--- src/rtl/spi_dac_rx.sv ---
// spi_dac_rx: SPI mode-0, LSB-first frame receiver with input synchronizers and frame validation.
module spi_dac_rx #(
    parameter int FRAME_BITS  = 16,
    parameter int SYNC_STAGES = 2
) (
    input  logic        clk,
    input  logic        rst,
    input  logic        n_CS,
    input  logic        SCK,
    input  logic        SDI,
    output logic [15:0] rx_word,
    output logic [3:0]  rx_cfg,
    output logic [7:0]  rx_data,
    output logic        rx_valid,
    output logic        rx_err,
    output logic        busy
);
    localparam int SW = FRAME_BITS > 16 ? FRAME_BITS : 16;
    localparam int CW = $clog2(FRAME_BITS + 1);
    localparam logic [CW-1:0] FB = CW'(FRAME_BITS);
    typedef enum logic [1:0] {IDLE, SHIFT, ABORT} state_t;
    state_t state;
    logic [SYNC_STAGES-1:0] cs_q, sck_q, sdi_q, vld_q;
    logic cs_prev, sck_prev, armed;
    logic [CW-1:0] cnt;
    logic [SW-1:0] sh;
    logic cs_s, sck_s, sdi_s, f_start, f_end, sample;
    assign cs_s    = cs_q[SYNC_STAGES-1];
    assign sck_s   = sck_q[SYNC_STAGES-1];
    assign sdi_s   = sdi_q[SYNC_STAGES-1];
    // armed only once a genuine high n_CS has been seen, so a low n_CS at reset release starts nothing
    assign f_start = armed & cs_prev & ~cs_s;
    assign f_end   = ~cs_prev & cs_s;
    assign sample  = ~sck_prev & sck_s;
    assign rx_cfg  = rx_word[3:0];
    assign rx_data = rx_word[11:4];
    assign busy    = state == SHIFT;
    always_ff @(posedge clk or negedge rst) begin
        if (!rst) begin
            cs_q     <= '1;
            sck_q    <= '0;
            sdi_q    <= '0;
            vld_q    <= '0;
            cs_prev  <= 1'b1;
            sck_prev <= 1'b0;
            armed    <= 1'b0;
        end else begin
            cs_q     <= {cs_q[SYNC_STAGES-2:0], n_CS};
            sck_q    <= {sck_q[SYNC_STAGES-2:0], SCK};
            sdi_q    <= {sdi_q[SYNC_STAGES-2:0], SDI};
            vld_q    <= {vld_q[SYNC_STAGES-2:0], 1'b1};
            cs_prev  <= cs_s;
            sck_prev <= sck_s;
            armed    <= armed | (vld_q[SYNC_STAGES-1] & cs_s);
        end
    end
    always_ff @(posedge clk or negedge rst) begin
        if (!rst) begin
            state    <= IDLE;
            cnt      <= '0;
            sh       <= '0;
            rx_word  <= '0;
            rx_valid <= 1'b0;
            rx_err   <= 1'b0;
        end else begin
            rx_valid <= 1'b0;
            rx_err   <= 1'b0;
            case (state)
                IDLE: if (f_start) begin
                    state <= SHIFT;
                    cnt   <= '0;
                    sh    <= '0;
                end
                SHIFT: if (f_end) begin
                    state <= IDLE;
                    if (cnt == FB && sh[15:12] == 4'b0000) begin
                        rx_word  <= sh[15:0];
                        rx_valid <= 1'b1;
                    end else rx_err <= 1'b1;
                end else if (sample) begin
                    if (cnt < FB) begin
                        sh  <= sh | (SW'(sdi_s) << cnt);
                        cnt <= cnt + CW'(1);
                    end else state <= ABORT;
                end
                ABORT: if (f_end) begin
                    state  <= IDLE;
                    rx_err <= 1'b1;
                end
                default: state <= IDLE;
            endcase
        end
    end
endmodule
--- config.mk ---
export PLATFORM = sky130hd
export DESIGN_NAME = spi_dac_rx
export DESIGN_NICKNAME = d
export VERILOG_FILES = /design/src/rtl/spi_dac_rx.sv
export SDC_FILE = /design/constraint.sdc
export NUM_CORES = 1
export LEC_CHECK = 0
export CORE_MARGIN = 2
export CORE_UTILIZATION = 56
export CTS_CLUSTER_DIAMETER = 200
export DETAILED_ROUTE_END_ITERATION = 12
export GPL_TIMING_DRIVEN = 0
export PLACE_DENSITY = 0.82
export SLEW_MARGIN = 20
export SYNTH_ARGS = -nofsm -noshare
export SYNTH_HDL_FRONTEND = slang
export SYNTH_SLANG_ARGS = --single-unit
--- constraint.sdc ---
create_clock -name clk -period 3.85 [get_ports clk]
set_input_delay 0.5775 -clock clk [delete_from_list [all_inputs] [get_ports clk]]
set_output_delay 0.5775 -clock clk [all_outputs]
set_load 0.01 [all_outputs]
### After elaboration in Yosys (flattened, before gate mapping)

Index checks and enable logic that the tools add are counted.

* $add $sub $neg: 1
* magnitude comparators: 1
* equality and inequality tests: 10
* shift operators: 1
* mux-type cells: 23
* bitwise logic cells: 10
* reductions and logical operators: 7

Operator list (number)
* two-way mux 16 bit: 4
* one-hot mux 16 bit (2 select lines): 1
* two-way mux 5 bit: 4
* bitwise OR 16 bit: 1
* left shift 1 x 5 -> 16 bit: 1
* two-way mux 2 bit: 5
* one-hot mux 5 bit (2 select lines): 1
* two-way mux 1 bit: 6
* != test 2 bit (second input constant): 3
* one-hot mux 2 bit (3 select lines): 1
* adder 5 x 1 -> 5 bit (second input constant): 1
* bitwise AND 1 bit: 5
* == test 5 bit (second input constant): 1
* < comparator 5 bit (second input constant): 1
* AND reduction 5 bit: 1
* logical NOT 4 bit: 1
* != test 2 x 1 -> 1 bit (second input constant): 2
* AND reduction 4 bit: 1
* != test 3 x 1 -> 1 bit (second input constant): 1
* != test 3 bit (second input constant): 1
* inverter 1 bit: 3
* AND reduction 3 bit: 1
* == test 2 x 1 -> 1 bit (second input constant): 1
* == test 2 bit (second input constant): 1
* other kinds (5): 5

* register bits after elaboration: 52
* bits of input ports: 5
* logic and storage cells: 66

### Longest topological paths before layout

* word-level depth: 6
* mapped depth: 7
* gate-level depth less buffers: 6

### Worst setup path after synthesis

OpenSTA, ideal clock, no wires.

* kind: register to register
* start point: reg state[1]
* end point: reg sh[4]
* arrival time: 1.689 ns
* data required time: 3.723 ns
* setup slack: 2.034 ns
* stages on the path, launching flop included: 8
* path buffers: 2
* clock period less this slack: 1.816 ns
* cell sequence: dfrtp_1 inv_1 ha_1 buf_2 or3b_2 clkbuf_1 nand3_1 o21ai_0

* longest elaborated chain between the ends: 3

RTL lines
* start: declaration: RTL line 22 `state_t state;`
* start signal: assignment: RTL line 59 `state <= IDLE;`
* start signal: assignment: RTL line 70 `state <= SHIFT;`
* start signal: assignment: RTL line 75 `state <= IDLE;`
* == test 2 x 1 -> 1 bit *
* net busy: RTL line 16 `output logic busy`
* != test 2 x 1 -> 1 bit (no source line) (tied with other cells)
* AND reduction 5 bit (no source line)
* end signal: assignment: RTL line 82 `sh <= sh | (SW'(sdi_s) << cnt);`
* end: declaration: RTL line 26 `logic [SW-1:0] sh;`

Mark *: on every way through the listed nets, which the timed path passes. The rest lies on a longest branch.
A chain may end at the register's enable or synchronous reset.

### Worst setup path after layout

* start point: reg state[1]
* end point: reg sh[5]

* longest elaborated chain between the ends: 3

RTL lines
* == test 2 x 1 -> 1 bit / logical NOT 2 bit (equally long branches): RTL line 68 `case (state)`
* != test 2 x 1 -> 1 bit (no source line) (tied with other cells)
* AND reduction 5 bit (no source line)

Several ways; a longest one is shown, not always the timed one.

==> results.txt <==
The run finished with clean final reports. The number of global-route vias before repair was 1444. Measured in cells, the most critical reg-to-reg path has a length of 7. The worst register-to-register path ends at sh[5]. The die is 66.5 um tall. The compound-gate portion of the synthesized area was 7.77%. The routability congestion estimate from global placement was 0.866; the number of nets produced by synthesis was 194. The maximum fanout along the worst path works out to 10. The synthesized netlist contains 40 unique library cells.

For the worst setup path, the data arrival time is 2270 ps. The number of pins exceeding their max-slew limit in the final report came out at 0. Max-cap violations in this run came to 0. In this run the tool buffered the top-level ports with 35 buffer cells. The library cells used most frequently in the layout, excluding fill and tap cells, are sky130_fd_sc_hd__dfrtp_1 (49), sky130_fd_sc_hd__clkdlybuf4s50_1 (34), sky130_fd_sc_hd__nand2_1 (23). The die covers 4430 sq um. Launching element of the worst setup path: state[1]. Antenna diode instance count: 0. After detailed routing, the average wire length per cell comes to 14.8 um. In this run the worst setup path terminates at sh[5]. The logs give 1750 ps for the setup slack of the worst register-to-register path and 4 for the detailed-routing iteration count for the pre-antenna-repair pass. The effective utilization at floorplan was 58.9%. The number of placement rows is 22. Total setup buffers inserted after CTS: 0. The synthesized netlist devotes 0% of its cell area to XOR and XNOR gates. The final setup skew came out at 9.79 ps.

In this run, the number of DRC markers left after iteration 0 of detailed routing was 73. After synthesis, the largest family of logic cells by area is simple AND/OR/NAND/NOR gates. The die is 66.5 um wide. Setup repair after global routing left no endpoint under its margin.

Entering global routing, the biggest net connects 36 pins. Required time of the critical path: 4020 ps. The estimated wirelength of the detail-placed design was 2.92 mm.

The routed layout has 1488 vias. TritonCTS built the clock tree. In this run, the combinational gates consume 20.8% of the power. In this run switching power makes up 29.5% of total power.

For the worst-skew pair, the clock arrives at the later sink with an insertion delay of 300 ps. The clock transition at the registers of the reported paths came out at 90 ps. The clock drives 52 sinks.

Number of antenna violations at the first check in global routing: 0. For this design, the CTS-stage hold fixing added 0 buffers. Setup violations remaining at the end of the flow were counted as 0.

The predominant post-synthesis flop cell was sky130_fd_sc_hd__dfrtp_1. For the cell-internal power, the log shows 0.906 mW. For this run the aggregate overflow at the end of global routing stands at 0. Cells with a size suffix above 1 make up 19.3% of the layout. Classification of the worst-slack hold path: in2async. For the post-synthesis sequential area ratio, the log shows 59.6%.

For the final routed database, the setup TNS stands at 0 ps. For this design the total switching power over the nets is 0.380 mW. Setup slack closes at 1750 ps. Wires add up to 4.08 mm. In this run the power density over the cells is 470 nW/um^2. For this run, the number of Yosys warnings is 0.

VDD sags by at most 0.000265 V. For the number of CTS-inserted buffers, the log shows 5. The setup path with the least slack is of type reg2reg. The filler cells instantiated in the layout total 235. 36 I/O pins were placed. The share of flip-flops with an asynchronous set or reset works out to 100%. The number of levels in the clock H-tree was 2; the minimum clock period was 2100 ps.

The ratio of final minimum period to clock period was 54.6%; the arithmetic-cell share of the synthesized area counting full adders, half adders and majority gates was 2.86%. At the end of the flow, the number of nets in the layout was 237. The proportion of synthesized area in mux cells came out at 7.94%. The tools report the post-synthesis instance total as 184. STA classifies the critical path startpoint as a flop.

In this run, flip-flops and latches consume 49.5% of the power. Number of remaining DRC errors: 0. The clock tree root driver cell is sky130_fd_sc_hd__clkbuf_8.

The synthesized design contains 0 enable-type register cells. In this run, synthesis produced a sequential element count of 52. In this run the remaining antenna-violating nets after routing total 0. In the routed layout, each cell is associated on average with a via count of 5.39. The count of endpoints failing hold in the final timing report is 0. Dividing the synthesized area by the synthesized cell count gives 11.9 sq um. The run gives 29.8% as the clock network power share. Compared with the post-synthesis result, the final layout area differs by 25.0%. The aggregate global-route resource usage is 21.3%. Once the clock tree was built, the resizer swapped 0 gates to a different size. The leading cell type in the layout, fill and taps excluded was sky130_fd_sc_hd__dfrtp_1. The run gives 476 MHz as the maximum frequency from static timing analysis.

The reg-to-reg critical path startpoint was state[1]. The tools report the area of the mapped netlist as 2190 sq um. The total area inside the core boundary comes to 3720 sq um. STA classifies the critical path endpoint as a flop. The post-place setup slack was 1820 ps; the wire length of the first global-routing pass was 6.82 mm. The leakage power of the design is 1.30 nW, and the number of buffers on the longest clock path is 2.

Of the total synthesized cell area, the portion taken by AND, OR, NAND and NOR gates is 15.1%.
metrics by stage:
| step | instance area, sq um | hold slack [ps] | instances | utilization, % | total power, mW |
|---|---|---|---|---|---|
| floorplan | 2190 | 282 | 184 | - | 0.817 |
| global placement | 2600 | 331 | 267 | 70.0 | 0.881 |
| detailed placement | 2620 | 336 | 268 | 70.4 | 0.907 |
| CTS | 2740 | 197 | 276 | 73.6 | 1.29 |
| global route | 2740 | 217 | 276 | 73.6 | 1.36 |
| finish | 2740 | 196 | 276 | 73.6 | 1.29 |
cells by family (layout without fill, tap and decap cells):
family,after synthesis,in the layout
other cells,1,1
fa+ha+maj,5,5
mux,14,14
simple gates,60,60
flops,52,52
buf+inv,24,68
compound gates,28,28
area by class of cell:
class                           instances  area, sq um  area share (%)
Multi-Input combinational cell        108          741            27.1
Clock inverter                          2         38.8            1.42
Tap cell                               48         60.1            2.19
Inverter                                8         30.0            1.10
Sequential cell                        52         1310            47.7
Timing Repair Buffer                   36          365            13.4
Clock buffer                            6         82.6            3.02
Buffer                                 16          114            4.16
power by group through the flow:
stage	Combinational, mW	Clock [mW]	Sequential, mW
final	0.267	0.383	0.637
after global routing	0.300	0.412	0.643
after CTS	0.266	0.388	0.636
after detailed placement	0.261	0	0.646
after global placement	0.241	0	0.640
after floorplan	0.182	0	0.634
metal layers:
metal  part of all wire, %  vias up  global-route usage, %  wire (um)
li1                      -      700                      -          -
met1                    43      737                   26.4       1770
met2                    50       41                   36.5       2050
met3                   3.9       10                   4.56        160
met4                   2.5        0                   8.42        102
met5                     0        -                      0          0
worst min path at each step:
stage,slack (ps),endpoint,from
global route,220,rx_valid,rst
floorplan,280,armed,rst
finish,200,rx_valid,rst
global placement,330,sck_q[1],sck_q[0]
CTS,200,rx_word[15],rst
detailed placement,340,sck_q[1],sck_q[0]
registers in the layout (all words and copies together), names as in the netlist:
name / cells
sck_q: 2
cs_q: 2
cs_prev: 1
sh: 16
sdi_q: 2
sck_prev: 1
state: 2
rx_err: 1
cnt: 5
rx_word: 16
rx_valid: 1
armed: 1
vld_q: 2
critical path, cell delays in order (launching register included):
cell and delay (ps):
sky130_fd_sc_hd__dfrtp_1 390, sky130_fd_sc_hd__inv_1 80, sky130_fd_sc_hd__ha_1 200, sky130_fd_sc_hd__buf_2 190, sky130_fd_sc_hd__or3b_2 510, sky130_fd_sc_hd__clkbuf_1 260
sky130_fd_sc_hd__nand3_1 220, sky130_fd_sc_hd__o21ai_0 130
cells in the mapped netlist, types with 2 or more instances:
cell,number,area share (%)
sky130_fd_sc_hd__nor2b_1,5,1.4
sky130_fd_sc_hd__nand4_1,3,0.86
sky130_fd_sc_hd__inv_1,8,1.4
sky130_fd_sc_hd__o21ai_0,17,3.9
sky130_fd_sc_hd__mux2_4,5,3.4
sky130_fd_sc_hd__and2_1,5,1.4
sky130_fd_sc_hd__mux2_2,7,3.6
sky130_fd_sc_hd__mux2i_1,2,0.91
sky130_fd_sc_hd__a21oi_1,3,0.69
sky130_fd_sc_hd__clkbuf_1,2,0.34
sky130_fd_sc_hd__buf_4,12,4.1
sky130_fd_sc_hd__nand2_1,23,3.9
sky130_fd_sc_hd__dfstp_2,3,3.6
sky130_fd_sc_hd__nor2_1,5,0.86
sky130_fd_sc_hd__dfrtp_1,49,56
sky130_fd_sc_hd__nand3_1,7,1.6
sky130_fd_sc_hd__ha_1,5,2.9
Power figures use the tool's default switching activity.
